==> src/rtl/rob_ctrl.sv <==
// Reorder-buffer pointer/commit controller: allocates the tail entry on issue,
// retires the head entry in program order, and drives the register-file write port.
module rob_slot #(
  parameter int PTR_W = 3,
  parameter int IDX   = 0
) (
  input  logic [PTR_W-1:0] tail,
  input  logic [PTR_W-1:0] head,
  input  logic             accept,
  input  logic             wen,
  output logic             sel_bit,
  output logic             hit,
  output logic             stray
);
  localparam logic [PTR_W-1:0] ID = PTR_W'(IDX);

  assign sel_bit = accept && (tail == ID);
  assign hit     = wen && (head == ID);
  // A write-back strobe from any entry other than the oldest is out of order.
  assign stray   = wen && (head != ID);
endmodule

module rob_ctrl #(
  parameter int DEPTH = 8,
  parameter int PTR_W = 3
) (
  input  logic               clk,
  input  logic               rst_n,
  input  logic               issue_valid,
  output logic               issue_ready,
  output logic [DEPTH-1:0]   sel,
  output logic [PTR_W-1:0]   tail,
  output logic [PTR_W-1:0]   head,
  input  logic [DEPTH-1:0]   entry_wen,
  input  logic [5*DEPTH-1:0] entry_dest,
  input  logic [32*DEPTH-1:0] entry_val,
  input  logic               flush,
  output logic               empty,
  output logic [PTR_W:0]     count,
  output logic               rf_we,
  output logic [4:0]         rf_waddr,
  output logic [31:0]        rf_wdata,
  output logic               err
);
  localparam logic [PTR_W:0] FULL_CNT = (PTR_W+1)'(DEPTH);

  logic             full;
  logic             accept;
  logic             commit;
  logic             err_set;
  logic [DEPTH-1:0] hit;
  logic [DEPTH-1:0] stray;
  logic [4:0]       cur_dest;
  logic [31:0]      cur_val;

  assign empty       = (count == '0);
  assign full        = (count == FULL_CNT);
  assign issue_ready = !full && !flush;
  assign accept      = issue_valid && issue_ready;

  genvar gi;
  generate
    for (gi = 0; gi < DEPTH; gi++) begin : g_slot
      rob_slot #(.PTR_W(PTR_W), .IDX(gi)) u_slot (
        .tail    (tail),
        .head    (head),
        .accept  (accept),
        .wen     (entry_wen[gi]),
        .sel_bit (sel[gi]),
        .hit     (hit[gi]),
        .stray   (stray[gi])
      );
    end
  endgenerate

  // Flush wins over a same-cycle commit; the head strobe is simply dropped.
  assign commit  = (|hit) && !empty && !flush;
  assign err_set = (|stray) || ((|entry_wen) && empty);

  always_comb begin
    cur_dest = '0;
    cur_val  = '0;
    for (int i = 0; i < DEPTH; i++) begin
      if (head == PTR_W'(i)) begin
        cur_dest = entry_dest[i*5 +: 5];
        cur_val  = entry_val[i*32 +: 32];
      end
    end
  end

  always_ff @(posedge clk or negedge rst_n) begin
    if (!rst_n) begin
      head  <= '0;
      tail  <= '0;
      count <= '0;
    end else if (flush) begin
      head  <= '0;
      tail  <= '0;
      count <= '0;
    end else begin
      if (commit) head <= head + PTR_W'(1);
      if (accept) tail <= tail + PTR_W'(1);
      case ({accept, commit})
        2'b10:   count <= count + (PTR_W+1)'(1);
        2'b01:   count <= count - (PTR_W+1)'(1);
        default: count <= count;
      endcase
    end
  end

  // Writes to x0 retire normally but never reach the register file.
  always_ff @(posedge clk or negedge rst_n) begin
    if (!rst_n) begin
      rf_we    <= 1'b0;
      rf_waddr <= '0;
      rf_wdata <= '0;
      err      <= 1'b0;
    end else begin
      rf_we <= commit && (cur_dest != 5'd0);
      if (commit) begin
        rf_waddr <= cur_dest;
        rf_wdata <= cur_val;
      end
      if (err_set) err <= 1'b1;
    end
  end
endmodule

==> config.mk <==
export PLATFORM = sky130hd
export DESIGN_NAME = rob_ctrl
export DESIGN_NICKNAME = d
export VERILOG_FILES = /design/src/rtl/rob_ctrl.sv
export SDC_FILE = /design/constraint.sdc
export NUM_CORES = 1
export LEC_CHECK = 0
export BUFFER_PORTS_ARGS = -buffer_cell sky130_fd_sc_hd__buf_2
export CAP_MARGIN = 40
export CELL_PAD_IN_SITES_DETAIL_PLACEMENT = 1
export CELL_PAD_IN_SITES_GLOBAL_PLACEMENT = 2
export CORE_UTILIZATION = 21
export DETAILED_ROUTE_END_ITERATION = 8
export GPL_ROUTABILITY_DRIVEN = 0
export PLACE_DENSITY = 0.83
export REMOVE_ABC_BUFFERS = 1
export SLEW_MARGIN = 20
export SYNTH_ARGS = -nofsm -noshare
export SYNTH_HDL_FRONTEND = slang
export SYNTH_HIERARCHICAL = 1
export SYNTH_SLANG_ARGS = --single-unit
==> constraint.sdc <==
create_clock -name clk -period 3.64 [get_ports clk]
set_input_delay 0.364 -clock clk [delete_from_list [all_inputs] [get_ports clk]]
set_output_delay 0.364 -clock clk [all_outputs]
set_load 0.02 [all_outputs]
==> insert_results.sql, run 1 <==
INSERT INTO impl_metrics (metric_group, metric, value, unit) VALUES
('routing', 'detailedRoute.firstIterationViolations', '388', ''),
('global_routing', 'first_global_vias', '6490', ''),
('worst_hold_path', 'min-delay-path-class', 'in2async', ''),
('routing', 'drt-wirelength-per-cell', '19.6', 'um'),
('routing', 'ant_nets', '0', ''),
('synthesis', 'synth_ff_type', 'sky130_fd_sc_hd__dfrtp_1', ''),
('cts', 'clkLatencyLatePin', '300', 'ps'),
('routing', 'postRouteWirelength', '25400', 'um'),
('cells_and_area', 'area_growth_syn_to_layout', '46.1', '%'),
('cts', 'clock_buffers_created_by_tritoncts', '5', ''),
('synthesis', 'synthesis.area', '0.00506', 'mm^2'),
('sta', 'final.min_clock_period', '3180', 'ps'),
('sta', 'relSlewSlack', '0.490', ''),
('sta', 'setup_violations', '0', ''),
('cells_and_area', 'final.fill_count', '3013', ''),
('cts', 'cts-root-buf', 'sky130_fd_sc_hd__clkbuf_16', ''),
('cts', 'clkSlewWorstSetupHoldPaths', '70', 'ps'),
('cts', 'cts_tree', 'built', ''),
('synthesis', 'area_share_of_the_leading_cell_type_in_the_synthesized_netlist', '0.242', ''),
('sta', 'measured_slew_at_the_worst_slew_check_pin', '765', 'ps'),
('floorplan', 'floorplan.initialDensity', '0.215', ''),
('sta', 'finalCritPeriodShare', '0.874', ''),
('place', 'port_buffers', '366', ''),
('global_routing', 'antenna_found_initial', '0', ''),
('place', 'number_of_placed_instances_with_taps_included', '1285', ''),
('global_routing', 'grt_pass1_wl', '37800', 'um'),
('global_routing', 'grt_max_degree', '85', ''),
('run', 'drv_cap', '0', ''),
('floorplan', 'num_rows', '56', ''),
('critical_path', 'setup.worst_path.end_class', 'flop', ''),
('synthesis', 'seq_area_frac_synth', '0.242', ''),
('sta', 'timing.clock.skew', '5.01', 'ps'),
('routing', 'drt_pass1_iterations', '5', ''),
('floorplan', 'design.die.area', '0.0247', 'mm^2'),
('synthesis', 'syn_avg_cell_area', '7.83', 'um^2'),
('cts', 'cts-htree-levels', '2', ''),
('sta', 'fmaxAchievable', '0.314', 'GHz'),
('floorplan', 'fp.dieH', '157', 'um'),
('synthesis', 'postSynthCellCount', '646', ''),
('critical_path', 'critPathLaunchType', 'flop', ''),
('critical_path', 'reg2reg_end', 'count[3]', ''),
('cts', 'cts_buffer_depth', '2', ''),
('critical_path', 'critical_path_peak_fanout', '16', ''),
('critical_path', 'critical_path.reg2reg.startpoint', 'head[0]', ''),
('synthesis', 'library_cell_with_the_largest_summed_area_after_synthesis', 'sky130_fd_sc_hd__dfrtp_1', ''),
('cts', 'cts_sinks', '49', ''),
('place', 'dp.final_hpwl', '19400', 'um'),
('cts', 'ctsResizeCount', '0', ''),
('floorplan', 'core', '0.0235', 'mm^2'),
('run_status', 'run_status', 'finished, final reports clean', ''),
('critical_path', 'arr_time_crit_path', '3360', 'ps'),
('power_and_ir_drop', 'power_density', '657', 'mW/mm^2'),
('routing', 'post_detailed_route_drc_marker_count', '0', ''),
('synthesis', 'synth_edf_count', '0', ''),
('cells_and_area', 'layout.cells.non_filler', '1293', ''),
('routing', 'vias_per_cell', '5.03', ''),
('critical_path', 'crit_start', 'head[0]', ''),
('critical_path', 'r2r_slack', '460', 'ps'),
('critical_path', 'timing.reg2reg.worst_path_depth', '12', ''),
('cells_and_area', 'most_common_cell_after_layout_fill_and_taps_aside', 'sky130_fd_sc_hd__buf_2', ''),
('global_routing', 'grt_overflow_total', '0', ''),
('power_and_ir_drop', 'ir_drop', '0.248', 'mV'),
('sta', 'rsz0062_at_grt', 'false', ''),
('synthesis', 'synth_cell_types', '66', ''),
('cts', 'cts_hold_buffers', '0', ''),
('cells_and_area', 'multiInputGateArea', '0.00355', 'mm^2'),
('power_and_ir_drop', 'leakagePower', '3.53', 'nW'),
('cells_and_area', 'top_library_cells_by_usage_in_the_layout_fill_and_taps_aside', '366 x sky130_fd_sc_hd__buf_2, 49 x sky130_fd_sc_hd__dfrtp_1, 48 x sky130_fd_sc_hd__nor2_1', ''),
('cells_and_area', 'final-seq-area', '0.00123', 'mm^2'),
('cts', 'postCtsSetupBuffers', '0', ''),
('sta', 'timing.final.hold_violations', '0', '');
-- worst min-delay path by stage --
| stage | start | end | depth (start not counted) |
|---|---|---|---|
| detailed placement | rst_n | rf_wdata[0] | 1 |
| global route | rst_n | rf_wdata[0] | 1 |
| finish | rst_n | rf_wdata[0] | 1 |
| CTS | rst_n | rf_wdata[0] | 1 |
| floorplan | rst_n | count[0] | 0 |
| global placement | rst_n | rf_wdata[0] | 1 |
-- layout make-up --
cell class / count / area share
timing repair buffer: 387 / 0.273
tap: 319 / 0.0540
sequential: 49 / 0.166
clock buffer: 7 / 0.0207
multi-input combinational: 518 / 0.480
inverter: 12 / 0.00610
clock inverter: 1 / 0.000677
-- critical path, stage by stage, from the launching register on --
cell	delay (ps)
sky130_fd_sc_hd__dfrtp_1	730
sky130_fd_sc_hd__nand2_1	170
sky130_fd_sc_hd__nor3b_2	240
sky130_fd_sc_hd__nor4_2	80
sky130_fd_sc_hd__a21oi_4	320
sky130_fd_sc_hd__nand2b_4	70
sky130_fd_sc_hd__nor2_1	210
sky130_fd_sc_hd__ha_1	280
sky130_fd_sc_hd__a21o_2	210
sky130_fd_sc_hd__a21oi_1	190
sky130_fd_sc_hd__nor2_1	60
sky130_fd_sc_hd__a22oi_1	150
sky130_fd_sc_hd__mux2_1	340
-- where the power goes --
part	switching (mW)	internal, mW
sequential	0.181	0.758
combinational	2.00	1.41
clock	0.220	0.292
total	2.40	2.46
-- state kept, by name (all words and copies together), names as in the netlist --
register,flops
rf_wdata,32
rf_we,1
err,1
rf_waddr,5
head,3
count,4
tail,3
-- cell usage after synthesis (2+ instances only) --
library cell,instances
sky130_fd_sc_hd__xor2_1,2
sky130_fd_sc_hd__and3_1,2
sky130_fd_sc_hd__nand3b_1,2
sky130_fd_sc_hd__ha_1,9
sky130_fd_sc_hd__nand2_1,48
sky130_fd_sc_hd__o21ai_1,37
sky130_fd_sc_hd__inv_2,2
sky130_fd_sc_hd__inv_1,10
sky130_fd_sc_hd__or4_1,2
sky130_fd_sc_hd__a211oi_1,3
sky130_fd_sc_hd__a221oi_1,33
sky130_fd_sc_hd__and3b_1,36
sky130_fd_sc_hd__nand2b_1,36
sky130_fd_sc_hd__and4b_1,3
sky130_fd_sc_hd__nor4_2,3
sky130_fd_sc_hd__nor2b_1,6
sky130_fd_sc_hd__o311ai_1,29
sky130_fd_sc_hd__xnor2_1,2
sky130_fd_sc_hd__buf_2,22
sky130_fd_sc_hd__nor3b_1,2
sky130_fd_sc_hd__and2_1,35
sky130_fd_sc_hd__nand3_1,34
sky130_fd_sc_hd__clkbuf_1,43
sky130_fd_sc_hd__a311oi_1,32
sky130_fd_sc_hd__and4bb_2,2
sky130_fd_sc_hd__nor4b_2,4
sky130_fd_sc_hd__o31a_1,3
sky130_fd_sc_hd__o311ai_0,3
sky130_fd_sc_hd__a211o_1,2
sky130_fd_sc_hd__dfrtp_1,49
sky130_fd_sc_hd__a21oi_1,42
sky130_fd_sc_hd__a22oi_1,6
sky130_fd_sc_hd__nor2_1,48
sky130_fd_sc_hd__a21o_1,4
sky130_fd_sc_hd__nor3b_2,3
sky130_fd_sc_hd__o21ai_0,6
sky130_fd_sc_hd__o221ai_1,4
sky130_fd_sc_hd__o21a_1,3
sky130_fd_sc_hd__o311a_1,2
sky130_fd_sc_hd__nor3_1,2
sky130_fd_sc_hd__mux2i_1,5
-- metal layers --
layer  global-route usage  wire length, um  vias to the layer above
met1                0.254            11100                     3087
met5                    0                0                        -
met4               0.0347              205                        0
met2                0.355            12400                      286
met3               0.0394             1640                       14
li1                     -                -                     3112
-- logic make-up after synthesis --
logic type	after synthesis	share of synthesized area
adders and majority gates	10	0.0262
buffers and inverters	79	0.0648
and+or+nand+nor	276	0.326
xor gates and xnor gates	4	0.00693
AOI/OAI and AO/OA	222	0.322
DFF	49	0.242
muxes	6	0.0121
-- metrics by stage --
stage                     setup slack, ps  cell area [um^2]  TNS [ps]  hold slack, ps  utilization
after floorplan                      -913              4780    -14030            68.4            -
after global placement                583              7230         0             391        0.307
after CTS                             409              7390         0            79.7        0.314
after detailed placement              424              7230         0             413        0.307
final                                 458              7390         0            50.4        0.314
after global routing                  147              7390         0            93.5        0.314
No activity file was read; power rests on OpenSTA's default activity.
==> run 2: changes to the inputs <==
ABC_CLOCK_PERIOD_IN_PS = 3700   (was not set)
CORE_UTILIZATION = 22   (was 21)
PLACE_DENSITY = 0.86   (was 0.83)
clock period = 3.7 ns   (was 3.64 ns; I/O delays follow)
==> insert_results.sql, run 2 (synthesized netlist as in run 1, its figures left out) <==
INSERT INTO impl_metrics (metric_group, metric, value, unit) VALUES
('place', 'number_of_placed_instances_with_taps_included', '1247', ''),
('sta', 'rsz0062_at_grt', 'false', ''),
('global_routing', 'grt_max_degree', '76', ''),
('sta', 'hold-worst-slack', '57.5', 'ps'),
('sta', 'measured_slew_at_the_worst_slew_check_pin', '807', 'ps'),
('sta', 'setup_violations', '0', ''),
('cells_and_area', 'multiInputGateArea', '0.00355', 'mm^2'),
('power_and_ir_drop', 'leakagePower', '3.50', 'nW'),
('place', 'port_buffers', '366', ''),
('sta', 'finalCritPeriodShare', '0.868', ''),
('cts', 'cts_hold_buffers', '0', ''),
('cells_and_area', 'area_growth_syn_to_layout', '44.7', '%'),
('place', 'dp.final_hpwl', '18900', 'um'),
('cts', 'clkSlewWorstSetupHoldPaths', '70', 'ps'),
('floorplan', 'core', '0.0226', 'mm^2'),
('cells_and_area', 'final-seq-area', '0.00123', 'mm^2'),
('cells_and_area', 'layout.cells.non_filler', '1257', ''),
('global_routing', 'grt_pass1_wl', '37800', 'um'),
('sta', 'fin_tns_setup', '0', 'ps'),
('floorplan', 'io-pin-count', '367', ''),
('critical_path', 'setup.worst_path.class', 'reg2reg', ''),
('cells_and_area', 'largest_register_ffs', '32', ''),
('critical_path', 'timing.reg2reg.worst_path_depth', '12', ''),
('cells_and_area', 'final.fill_count', '2878', ''),
('routing', 'vias_per_cell', '5.15', ''),
('floorplan', 'dieWidth', '154', 'um'),
('sta', 'timing.clock.skew', '8.68', 'ps'),
('place', 'place_area', '0.00716', 'mm^2'),
('cts', 'cts_tree', 'built', ''),
('power_and_ir_drop', 'p_int', '2.38', 'mW'),
('power_and_ir_drop', 'power.sequential.fraction', '0.196', ''),
('critical_path', 'setup.worst_path.end_class', 'flop', ''),
('worst_hold_path', 'min-delay-path-class', 'in2async', ''),
('routing', 'ant_nets', '0', ''),
('sta', 'final.min_clock_period', '3210', 'ps'),
('global_routing', 'first_global_vias', '6694', ''),
('cells_and_area', 'largest_register_by_flop_count', 'rf_wdata', ''),
('cells_and_area', 'final_layout_size_suffix_gt1_frac', '0.435', ''),
('power_and_ir_drop', 'ir_drop', '0.279', 'mV'),
('cts', 'cts-root-buf', 'sky130_fd_sc_hd__clkbuf_16', ''),
('cts', 'cts_buffer_depth', '2', ''),
('routing', 'drt-wirelength-per-cell', '19.7', 'um'),
('routing', 'detailedRoute.firstIterationViolations', '309', ''),
('cts', 'cts_sinks', '49', ''),
('cts', 'postCtsSetupBuffers', '0', ''),
('global_routing', 'antenna_found_initial', '2', ''),
('run_status', 'run_status', 'finished, final reports clean', ''),
('run', 'drv_cap', '0', ''),
('cts', 'ctsResizeCount', '0', ''),
('cells_and_area', 'biggestRegsByFlops', 'rf_wdata: 32 flops, rf_waddr: 5 flops, count: 4 flops', ''),
('power_and_ir_drop', 'power.switching', '2.36', 'mW'),
('routing', 'detailroute.via_count', '6476', ''),
('power_and_ir_drop', 'power_switching_share', '0.498', ''),
('cells_and_area', 'final_net_count', '1287', ''),
('critical_path', 'critPathLaunchType', 'flop', ''),
('sta', 'fmaxAchievable', '0.311', 'GHz'),
('floorplan', 'design.die.area', '0.0236', 'mm^2'),
('cts', 'clock_buffers_created_by_tritoncts', '5', ''),
('routing', 'post_detailed_route_drc_marker_count', '0', ''),
('cts', 'clkLatencyLatePin', '300', 'ps'),
('sta', 'timing.final.hold_violations', '0', ''),
('routing', 'postRouteWirelength', '24800', 'um'),
('critical_path', 'arr_time_crit_path', '3400', 'ps'),
('global_routing', 'grt_overflow_total', '0', ''),
('critical_path', 'worst_ep_required_time', '3890', 'ps'),
('cts', 'cts-htree-levels', '2', ''),
('routing', 'drt_pass1_iterations', '4', ''),
('sta', 'finalMaxSlewViolations', '0', ''),
('floorplan', 'num_rows', '55', ''),
('global_routing', 'grt_use_total', '0.206', ''),
('power_and_ir_drop', 'power_density', '649', 'mW/mm^2'),
('cells_and_area', 'top_library_cells_by_usage_in_the_layout_fill_and_taps_aside', '366 x sky130_fd_sc_hd__buf_2, 49 x sky130_fd_sc_hd__dfrtp_1, 48 x sky130_fd_sc_hd__nor2_1', ''),
('floorplan', 'fp.dieH', '154', 'um'),
('cells_and_area', 'post-route-cell-area', '0.00732', 'mm^2'),
('power_and_ir_drop', 'clock_power_share', '0.103', ''),
('sta', 'relSlewSlack', '0.462', ''),
('floorplan', 'floorplan.initialDensity', '0.224', ''),
('cells_and_area', 'most_common_cell_after_layout_fill_and_taps_aside', 'sky130_fd_sc_hd__buf_2', ''),
('critical_path', 'critical_path_peak_fanout', '16', ''),
('power_and_ir_drop', 'combinationalPowerShare', '0.700', '');
## run 2: cell types whose count changed in the layout (fill, tap and decap cells not counted), sizes merged
| cell | change |
|---|---|
| buf | -4 |
| clkbuf | -1 |
| clkinv | +1 |
| diode | +2 |
## run 2: per-layer routing
layer  track usage  wire length (um)
met1         0.256             10800
met2         0.360             12100
met3        0.0361              1320
met4        0.0662               571
met5             0                 0
## run 2: final timing paths
check                          startpoint            to  slack, ps
setup reg to reg                  head[0]      count[3]        490
hold reg to reg              rf_wdata[19]  rf_wdata[19]        480
hold / removal                      rst_n      count[0]         60
max in group asynchronous           rst_n  rf_wdata[23]       2820
min in group clk           entry_val[241]  rf_wdata[17]        330
setup / recovery                  head[0]      count[3]        490
## run 2: through the flow
stage               utilization  total power [mW]  setup WS, ps
floorplan                     -              3.07          -853
global placement          0.317              4.22           657
detailed placement        0.317              4.31           485
CTS                       0.324              4.82           473
global route              0.324              5.18           241
finish                    0.324              4.75           488
## run 2: power by group through the flow
stage,Sequential (mW),Clock (mW),Combinational [mW]
3_5_place_dp,0.945,0,3.37
4_1_cts,0.933,0.512,3.38
3_3_place_gp,0.932,0,3.29
5_1_grt,0.970,0.527,3.68
6_report,0.932,0.490,3.32
2_1_floorplan,1.20,0,1.87
## run 2: worst max-delay path, stage by stage, from the launching register on
cell	delay [ps]
sky130_fd_sc_hd__dfrtp_1	730
sky130_fd_sc_hd__nand2_1	180
sky130_fd_sc_hd__nor3b_2	230
sky130_fd_sc_hd__nor4_2	80
sky130_fd_sc_hd__a21oi_4	330
sky130_fd_sc_hd__nand2b_4	80
sky130_fd_sc_hd__nor2_1	230
sky130_fd_sc_hd__ha_1	280
sky130_fd_sc_hd__a21o_2	200
sky130_fd_sc_hd__a21oi_1	170
sky130_fd_sc_hd__nor2_1	60
sky130_fd_sc_hd__a22oi_1	160
sky130_fd_sc_hd__mux2_1	350
## run 2: layout make-up
type / count / area share
diodes: 2 / 0.000684
clock buffers: 6 / 0.0190
clock inverters: 2 / 0.00188
inverters: 12 / 0.00615
multi-input cells: 518 / 0.485
flip-flops and latches: 49 / 0.168
well taps: 285 / 0.0487
repair buffers: 383 / 0.271
